## config.mk

```make
export PLATFORM = sky130hd
export DESIGN_NAME = mem_port_arbiter
export DESIGN_NICKNAME = d
export VERILOG_FILES = /design/src/rtl/common.sv /design/src/rtl/arb_pick.sv /design/src/rtl/mem_port_arbiter.sv
export SDC_FILE = /design/constraint.sdc
export NUM_CORES = 1
export LEC_CHECK = 0
export CELL_PAD_IN_SITES_DETAIL_PLACEMENT = 0
export CELL_PAD_IN_SITES_GLOBAL_PLACEMENT = 1
export CORE_MARGIN = 4
export CORE_UTILIZATION = 33
export CTS_BUF_LIST = sky130_fd_sc_hd__clkbuf_16
export DETAILED_ROUTE_END_ITERATION = 8
export PLACE_DENSITY_LB_ADDON = 0.1
export SLEW_MARGIN = 30
export SYNTH_ARGS = -nofsm -noshare
export SYNTH_HDL_FRONTEND = slang
export SYNTH_SLANG_ARGS = --single-unit
```

## constraint.sdc

```tcl
create_clock -name clk -period 3.8 [get_ports clk]
set_input_delay 1.14 -clock clk [delete_from_list [all_inputs] [get_ports clk]]
set_output_delay 1.14 -clock clk [all_outputs]
set_load 0.02 [all_outputs]
```

## src/rtl/common.sv

```systemverilog
// Shared types and constants for the memory port arbiter.
package common;
  localparam int REGISTER_WIDTH = 32;
  localparam int DEF_MAX_DATA_STREAK = 4;

  typedef enum logic [1:0] {
    IDLE  = 2'd0,
    ISSUE = 2'd1,
    WAIT  = 2'd2
  } arb_state_t;

  typedef enum logic {
    FETCH = 1'b0,
    DATA  = 1'b1
  } arb_owner_t;
endpackage

```

## src/rtl/arb_pick.sv

```systemverilog
// Combinational grant selection: data first, fetch once the data streak is exhausted.
module arb_pick #(
  parameter int SW  = 3,
  parameter int MAX = 4
) (
  input  logic          fetch_valid,
  input  logic          data_valid,
  input  logic [SW-1:0] streak,
  output logic          grant_fetch,
  output logic          grant_data
);
  logic fetch_due;

  assign fetch_due   = fetch_valid && (streak == SW'(MAX));
  assign grant_data  = data_valid && !fetch_due;
  assign grant_fetch = fetch_valid && !grant_data;
endmodule

```

## src/rtl/mem_port_arbiter.sv

```systemverilog
// Serialises fetch and load/store requests onto one memory port, one transaction at a time.
// Handshake: a request transfers on a rising edge where *_req_valid && *_req_ready (or mem_req_valid && mem_req_ready) are both 1.
module mem_port_arbiter
  import common::*;
#(
  parameter int ADDR_WIDTH      = REGISTER_WIDTH,
  parameter int DATA_WIDTH      = REGISTER_WIDTH,
  parameter int MAX_DATA_STREAK = DEF_MAX_DATA_STREAK
) (
  input  logic                  clk,
  input  logic                  rst,
  input  logic                  fetch_req_valid,
  output logic                  fetch_req_ready,
  input  logic [ADDR_WIDTH-1:0] fetch_addr,
  input  logic                  fetch_flush,
  output logic                  fetch_resp_valid,
  output logic [DATA_WIDTH-1:0] fetch_rdata,
  input  logic                  data_req_valid,
  output logic                  data_req_ready,
  input  logic [ADDR_WIDTH-1:0] data_addr,
  input  logic                  data_we,
  input  logic [DATA_WIDTH-1:0] data_wdata,
  output logic                  data_resp_valid,
  output logic [DATA_WIDTH-1:0] data_rdata,
  output logic                  mem_req_valid,
  input  logic                  mem_req_ready,
  output logic [ADDR_WIDTH-1:0] mem_addr,
  output logic                  mem_we,
  output logic [DATA_WIDTH-1:0] mem_wdata,
  input  logic                  mem_rvalid,
  input  logic [DATA_WIDTH-1:0] mem_rdata,
  output logic [1:0]            dbg_state
);
  localparam int SW = $clog2(MAX_DATA_STREAK + 1);

  arb_state_t    state;
  arb_owner_t    owner;
  logic          cancel;
  logic [SW-1:0] streak;
  logic          grant_fetch;
  logic          grant_data;
  logic          fetch_owned;

  arb_pick #(.SW(SW), .MAX(MAX_DATA_STREAK)) u_pick (
    .fetch_valid (fetch_req_valid),
    .data_valid  (data_req_valid),
    .streak      (streak),
    .grant_fetch (grant_fetch),
    .grant_data  (grant_data)
  );

  assign fetch_req_ready = (state == IDLE) && grant_fetch;
  assign data_req_ready  = (state == IDLE) && grant_data;
  assign mem_req_valid   = (state == ISSUE);
  assign dbg_state       = state;
  assign fetch_owned     = (state != IDLE) && (owner == FETCH);

  always_ff @(posedge clk or negedge rst) begin
    if (!rst) begin
      state            <= IDLE;
      owner            <= FETCH;
      cancel           <= 1'b0;
      streak           <= '0;
      mem_addr         <= '0;
      mem_we           <= 1'b0;
      mem_wdata        <= '0;
      fetch_resp_valid <= 1'b0;
      fetch_rdata      <= '0;
      data_resp_valid  <= 1'b0;
      data_rdata       <= '0;
    end else begin
      fetch_resp_valid <= 1'b0;
      data_resp_valid  <= 1'b0;
      if (fetch_owned && fetch_flush) cancel <= 1'b1;
      case (state)
        IDLE: begin
          if (data_req_ready) begin
            state     <= ISSUE;
            owner     <= DATA;
            mem_addr  <= data_addr;
            mem_we    <= data_we;
            mem_wdata <= data_wdata;
            // Streak only counts data grants that actually held off a waiting fetch.
            if (!fetch_req_valid) streak <= '0;
            else if (streak != SW'(MAX_DATA_STREAK)) streak <= streak + SW'(1);
          end else if (fetch_req_ready) begin
            state     <= ISSUE;
            owner     <= FETCH;
            mem_addr  <= fetch_addr;
            mem_we    <= 1'b0;
            mem_wdata <= '0;
            streak    <= '0;
            cancel    <= fetch_flush;
          end
        end
        ISSUE: begin
          if (mem_req_ready) state <= WAIT;
        end
        WAIT: begin
          if (mem_rvalid) begin
            state  <= IDLE;
            cancel <= 1'b0;
            if (owner == DATA) begin
              data_resp_valid <= 1'b1;
              data_rdata      <= mem_we ? '0 : mem_rdata;
            end else if (!cancel && !fetch_flush) begin
              fetch_resp_valid <= 1'b1;
              fetch_rdata      <= mem_rdata;
            end
          end
        end
        default: state <= IDLE;
      endcase
    end
  end
endmodule

```

==> results of run 1 <==
==> worst max path at each step <==
stage                     slack, ns              end  depth (start not counted)
after floorplan                0.46  fetch_req_ready                          4
after global placement        -0.19  fetch_req_ready                          4
after detailed placement      -0.22  fetch_req_ready                          4
after CTS                      0.04   data_req_ready                          5
after global routing          0.006   data_req_ready                          5
final                          0.05   data_req_ready                          5
==> final cells by class <==
cell class,count,area (um2)
fill,1446,7610
sequential,138,3450
timing repair buffer,285,2830
multi-input combinational,254,2020
clock buffer,17,425
tap,220,275
clock inverter,15,126
inverter,5,18.8
==> synthesized netlist by cell type (all sizes together) <==
library cell  count  area [um2]
o2111a            1        11.3
nand2b           32         200
a21boi            1        11.3
mux2             33         480
nand3             1        5.00
a22o             34         298
or4               1        7.51
nor3b            32         240
dfrtp           138        3450
clkbuf           23        86.3
and3              2        12.5
buf              13         116
o21ai            35         175
a21o              2        15.0
nor2b             2        12.5
nand2            35         131
or3b              1        8.76
nand4b            1        8.76
or2b              2        16.3
o22a              1        8.76
a221o            32         320
nor2              2        7.51
ha                2        25.0
inv               5        18.8
o22ai             1        6.26
nand3b            1        7.51
==> repair_timing <==
action                                  4_1_cts  5_1_grt
setup buffers                                 0        0
gates resized for setup                       1        2
endpoints found under the setup margin        1        1
==> cell families (layout without fill, tap and decap cells) <==
group	Yosys count	in the layout	share of synthesized area, %
DFF	138	138	60.8
and+or+nand+nor	112	112	11.6
AOI/OAI and AO/OA	107	107	14.9
buffers and inverters	41	322	3.90
muxes	33	33	8.45
adders and majority gates	2	2	0.440
==> power by group <==
part	total [uW]	leakage (uW)	internal [uW]	switching, uW
sequential	2470	0.00177	2100	367
combinational	3560	0.00201	1810	1750
clock	1540	0.000269	899	636
total	7560	0.00406	4810	2750
==> registers in the layout, indices dropped and copies added, names as in the netlist <==
name              flops
data_rdata           32
fetch_rdata          32
mem_addr             32
mem_wdata            32
streak                3
dbg_state             2
cancel                1
data_resp_valid       1
fetch_resp_valid      1
mem_we                1
owner                 1
==> critical path: cells and delay by family <==
family | cells | cell delay [ns]
buf+inv | 3 | 1.21
simple gates | 2 | 0.27
==> per-layer routing <==
layer	up-vias	track usage, %	part of all wire [%]
li1	2110	-	-
met1	2161	22.5	43
met2	184	27.9	48
met3	26	5.63	6.7
met4	0	6.85	2.4
met5	-	0	0
==> metrics by stage <==
| step | utilization [%] | cells | setup slack (ns) |
|---|---|---|---|
| after floorplan | - | 433 | 0.463 |
| after global placement | 51.3 | 902 | -0.194 |
| after detailed placement | 51.3 | 902 | -0.221 |
| after CTS | 54.6 | 934 | 0.0379 |
| after global routing | 54.6 | 934 | 0.00552 |
| final | 54.6 | 934 | 0.0484 |
==> impl_metrics.yaml, run 1 <==
pwr:
  power_uw: 7560
  worst_ir_drop_vdd_mv: 0.472
  power_leakage_uw: 0.00406
  pwr_density_cell_mw_per_mm2: 826
cts:
  path_clk_slew_ns: 0.06
  cts_tree: "yes"
  clock_sinks: 138
  postCtsHoldBufs: 0
  htree_levels: 4
  numCtsBuffers: 17
  clk_latency_ns: 0.41
  cts_max_path_buffers: 2
  ctsRootBufferMaster: "clkbuf_16"
timing:
  hold_slack_ns: 0.482
  fmax_mhz: 267
  rsz0062_at_grt: "no"
  finalCritPeriodShare_pct: 98.7
  slew_viol_final: 0
  period_needed_ns: 3.75
  slew_headroom_pct: 49.0
  hold_violations: 0
  clock_skew_ns: 0.00590
  tightest_slew_ns: 0.765
  setup_viol: 0
  tns_ns: 0
hold_path:
  min_path_cells: 2
  min_to: "data_rdata[14]"
  hold_class: "flop to flop"
  hold_start: "data_rdata[14]"
critical_path:
  crit_chain: "clkdlybuf4s50_1 -> buf_4 -> nand3_1 -> and3_2 -> clkdlybuf4s50_1"
  required_ns: 2.66
  crit_type: "primary input to output pin"
  r2r_cells: 4
  r2r_setup_slack_ns: 1.70
  max_stage_delay_ns: 0.61
  cpMostUsedCell: "clkdlybuf4s50_1"
  timing.rr.end: "mem_addr[4]"
  startpoint_type: "primary input"
  critPathMaxFanout: 4
  crit_arrival_ns: 2.61
  crit_start: "fetch_req_valid"
  reg2reg_from: "dbg_state[0]"
  cpMaxStageDelayCell: "clkdlybuf4s50_1"
  crit_path_end_kind: "output pin"
detailed_routing:
  post_drt_wl_per_cell_um: 18.3
  drtIter0Drc: 245
  drc: 0
  drt-pass1-iter-count: 4
  wl_um: 17100
  ant_nets: 0
  vias_per_cell: 4.80
  vias: 4481
finish:
  post-route-cell-area_mm2: 0.00915
  final_cell_mix: "clkdlybuf4s50_1, dfrtp_1, nand2_1"
  areaGrowthSynthToFinish_pct: 61.0
  drive_gt1_share_pct: 11.9
  nets: 839
  n_antenna_cell: 0
  final_common_cell: "clkdlybuf4s50_1"
floorplanning:
  core_mm2: 0.0168
  initial_utilization_pct: 33.9
  die_height_um: 139
  num_rows: 47
  io_pins: 272
  die_area_mm2: 0.0194
  die_w_um: 139
placed_design:
  port-buffer-count: 271
  placed_area_mm2: 0.00860
  hpwl_um: 12200
  place_congestion: 0.730
yosys:
  netlist_instances: 433
  yosysWarnings: 0
  syn_area_mm2: 0.00568
  syn_avg_cell_area_um2: 13.1
  yosysUniqueCellTypes: 31
  syn_nets: 571
  yosysSeqAreaShare_pct: 60.8
  ys_seq_elements: 138
flow_run:
  max-cap-violations: 0
grt:
  grt_overflow: 0
  grt_antenna_before_repair: 0
  first_global_vias: 4836
  grt_pass1_wl_um: 27200
  grt_start_max_net_pins: 73
  grt_usage_pct: 17.6
outcome:
  outcome: "finished clean"
(Power assumes the default switching activity.)
==> inputs of run 2 (changes only) <==
--- a/config.mk
+++ b/config.mk
@@ -5,13 +5,11 @@
 export SDC_FILE = /design/constraint.sdc
 export NUM_CORES = 1
 export LEC_CHECK = 0
-export CELL_PAD_IN_SITES_DETAIL_PLACEMENT = 0
-export CELL_PAD_IN_SITES_GLOBAL_PLACEMENT = 1
-export CORE_MARGIN = 4
+export CORE_MARGIN = 2
 export CORE_UTILIZATION = 33
 export CTS_BUF_LIST = sky130_fd_sc_hd__clkbuf_16
 export DETAILED_ROUTE_END_ITERATION = 8
-export PLACE_DENSITY_LB_ADDON = 0.1
+export PLACE_DENSITY = 0.67
 export SLEW_MARGIN = 30
 export SYNTH_ARGS = -nofsm -noshare
 export SYNTH_HDL_FRONTEND = slang
==> impl_metrics.yaml, run 2 (synthesized netlist as in run 1, its figures left out) <==
floorplanning:
  die_area_mm2: 0.0183
  num_rows: 47
  io_pins: 272
  die_w_um: 135
  die_height_um: 135
  core_mm2: 0.0167
  initial_utilization_pct: 34.0
cts:
  path_clk_slew_ns: 0.06
  clk_latency_ns: 0.42
  clock_sinks: 138
  cts_tree: "yes"
  htree_levels: 4
  numCtsBuffers: 17
  post_cts_buffers: 0
  cts_max_path_buffers: 2
  ctsRootBufferMaster: "clkbuf_16"
  postCtsHoldBufs: 0
pwr:
  power_uw: 7750
  power_leakage_uw: 0.00408
  worst_ir_drop_vdd_mv: 0.456
  pwr_density_cell_mw_per_mm2: 844
grt:
  first_global_vias: 4956
  grt_start_max_net_pins: 100
  grt_overflow: 0
  grt_antenna_before_repair: 0
  grt_usage_pct: 19.2
  grt_pass1_wl_um: 27100
detailed_routing:
  drtIter0Drc: 154
  ant_nets: 0
  vias: 4548
  drt-pass1-iter-count: 4
  wl_um: 17300
  post_drt_wl_per_cell_um: 18.5
  drc: 0
  vias_per_cell: 4.89
flow_run:
  max-cap-violations: 0
timing:
  slew_viol_final: 0
  fmax_mhz: 278
  finalCritPeriodShare_pct: 94.8
  tightest_slew_ns: 0.788
  clock_skew_ns: 0.00737
  slew_headroom_pct: 47.5
  hold_violations: 0
  period_needed_ns: 3.60
  rsz0062_at_grt: "no"
  setup_viol: 0
finish:
  areaGrowthSynthToFinish_pct: 61.6
  nets: 836
  final_cell_mix: "clkdlybuf4s50_1, dfrtp_1, nand2_1"
  utilization_pct: 55.0
  drive_gt1_share_pct: 11.1
  final_common_cell: "clkdlybuf4s50_1"
  n_antenna_cell: 0
placed_design:
  place_congestion: 0.734
  hpwl_um: 12200
  port-buffer-count: 271
critical_path:
  crit_path_end_kind: "output pin"
  crit_arrival_ns: 2.46
  crit_start: "fetch_req_valid"
  required_ns: 2.66
  critPathMaxFanout: 2
  startpoint_type: "primary input"
  reg2reg_from: "dbg_state[0]"
  crit_type: "primary input to output pin"
outcome:
  outcome: "finished clean"
hold_path:
  hold_class: "flop to flop"
  hold_start: "data_rdata[13]"
-- run 2: final cells by class --
cell class	instances	area, um2
Clock buffer	17	425
Inverter	5	18.8
Multi-Input combinational cell	254	2020
Sequential cell	138	3450
Clock inverter	15	183
Timing Repair Buffer	282	2810
Fill cell	1399	7520
Tap cell	220	275
-- run 2: metrics by stage --
stage / setup TNS, ns / instance area, um2 / hold slack (ns) / setup slack [ns] / std cells
2_1_floorplan: 0 / 5680 / 0.487 / 0.463 / 433
4_1_cts: 0 / 9190 / 0.483 / 0.000885 / 931
3_5_place_dp: -0.309 / 8580 / 0.470 / -0.270 / 899
5_1_grt: 0 / 9180 / 0.498 / 0.136 / 931
6_report: 0 / 9180 / 0.479 / 0.198 / 931
3_3_place_gp: -0.300 / 8580 / 0.465 / -0.266 / 899
-- run 2: critical path: stages --
cell and delay, ns:
clkdlybuf4s50_1 0.51, or3b_2 0.46, nor2_1 0.15, clkbuf_2 0.20
-- run 2: repair_timing --
action	CTS	global route
resized for setup	2	2
cloned	0	0
setup endpoints to repair	2	1
-- run 2: final timing paths --
path,endpoint,slack [ns],depth (start not counted)
worst max-delay path,fetch_req_ready,0.20,4
worst min-delay path,data_rdata[13],0.48,2
worst max register to register,fetch_rdata[16],1.71,4
worst min register to register,data_rdata[13],0.48,2
max in group asynchronous,data_rdata[19],2.14,2
min in group asynchronous,data_rdata[11],0.79,1
-- run 2: power breakdown --
| part | internal [uW] | switching, uW |
|---|---|---|
| clock | 1090 | 630 |
| sequential | 2100 | 398 |
| combinational | 1800 | 1730 |
| total | 4990 | 2760 |
-- run 2: per-layer routing --
metal | global-route usage, % | wire (um) | vias to the layer above
met1 | 22.7 | 7090 | 2242
li1 | - | - | 2099
met5 | 0 | 0 | -
met2 | 32.5 | 8460 | 189
met3 | 7.30 | 1440 | 18
met4 | 6.25 | 270 | 0
==> inputs of run 3 (changes only) <==
--- a/config.mk
+++ b/config.mk
@@ -9,6 +9,7 @@
 export CORE_UTILIZATION = 33
 export CTS_BUF_LIST = sky130_fd_sc_hd__clkbuf_16
 export DETAILED_ROUTE_END_ITERATION = 8
+export HOLD_SLACK_MARGIN = 0.05
 export PLACE_DENSITY = 0.67
 export SLEW_MARGIN = 30
 export SYNTH_ARGS = -nofsm -noshare
==> results of run 3 <==
No change in the layout: final DEF, timing and power equal those of run 2.
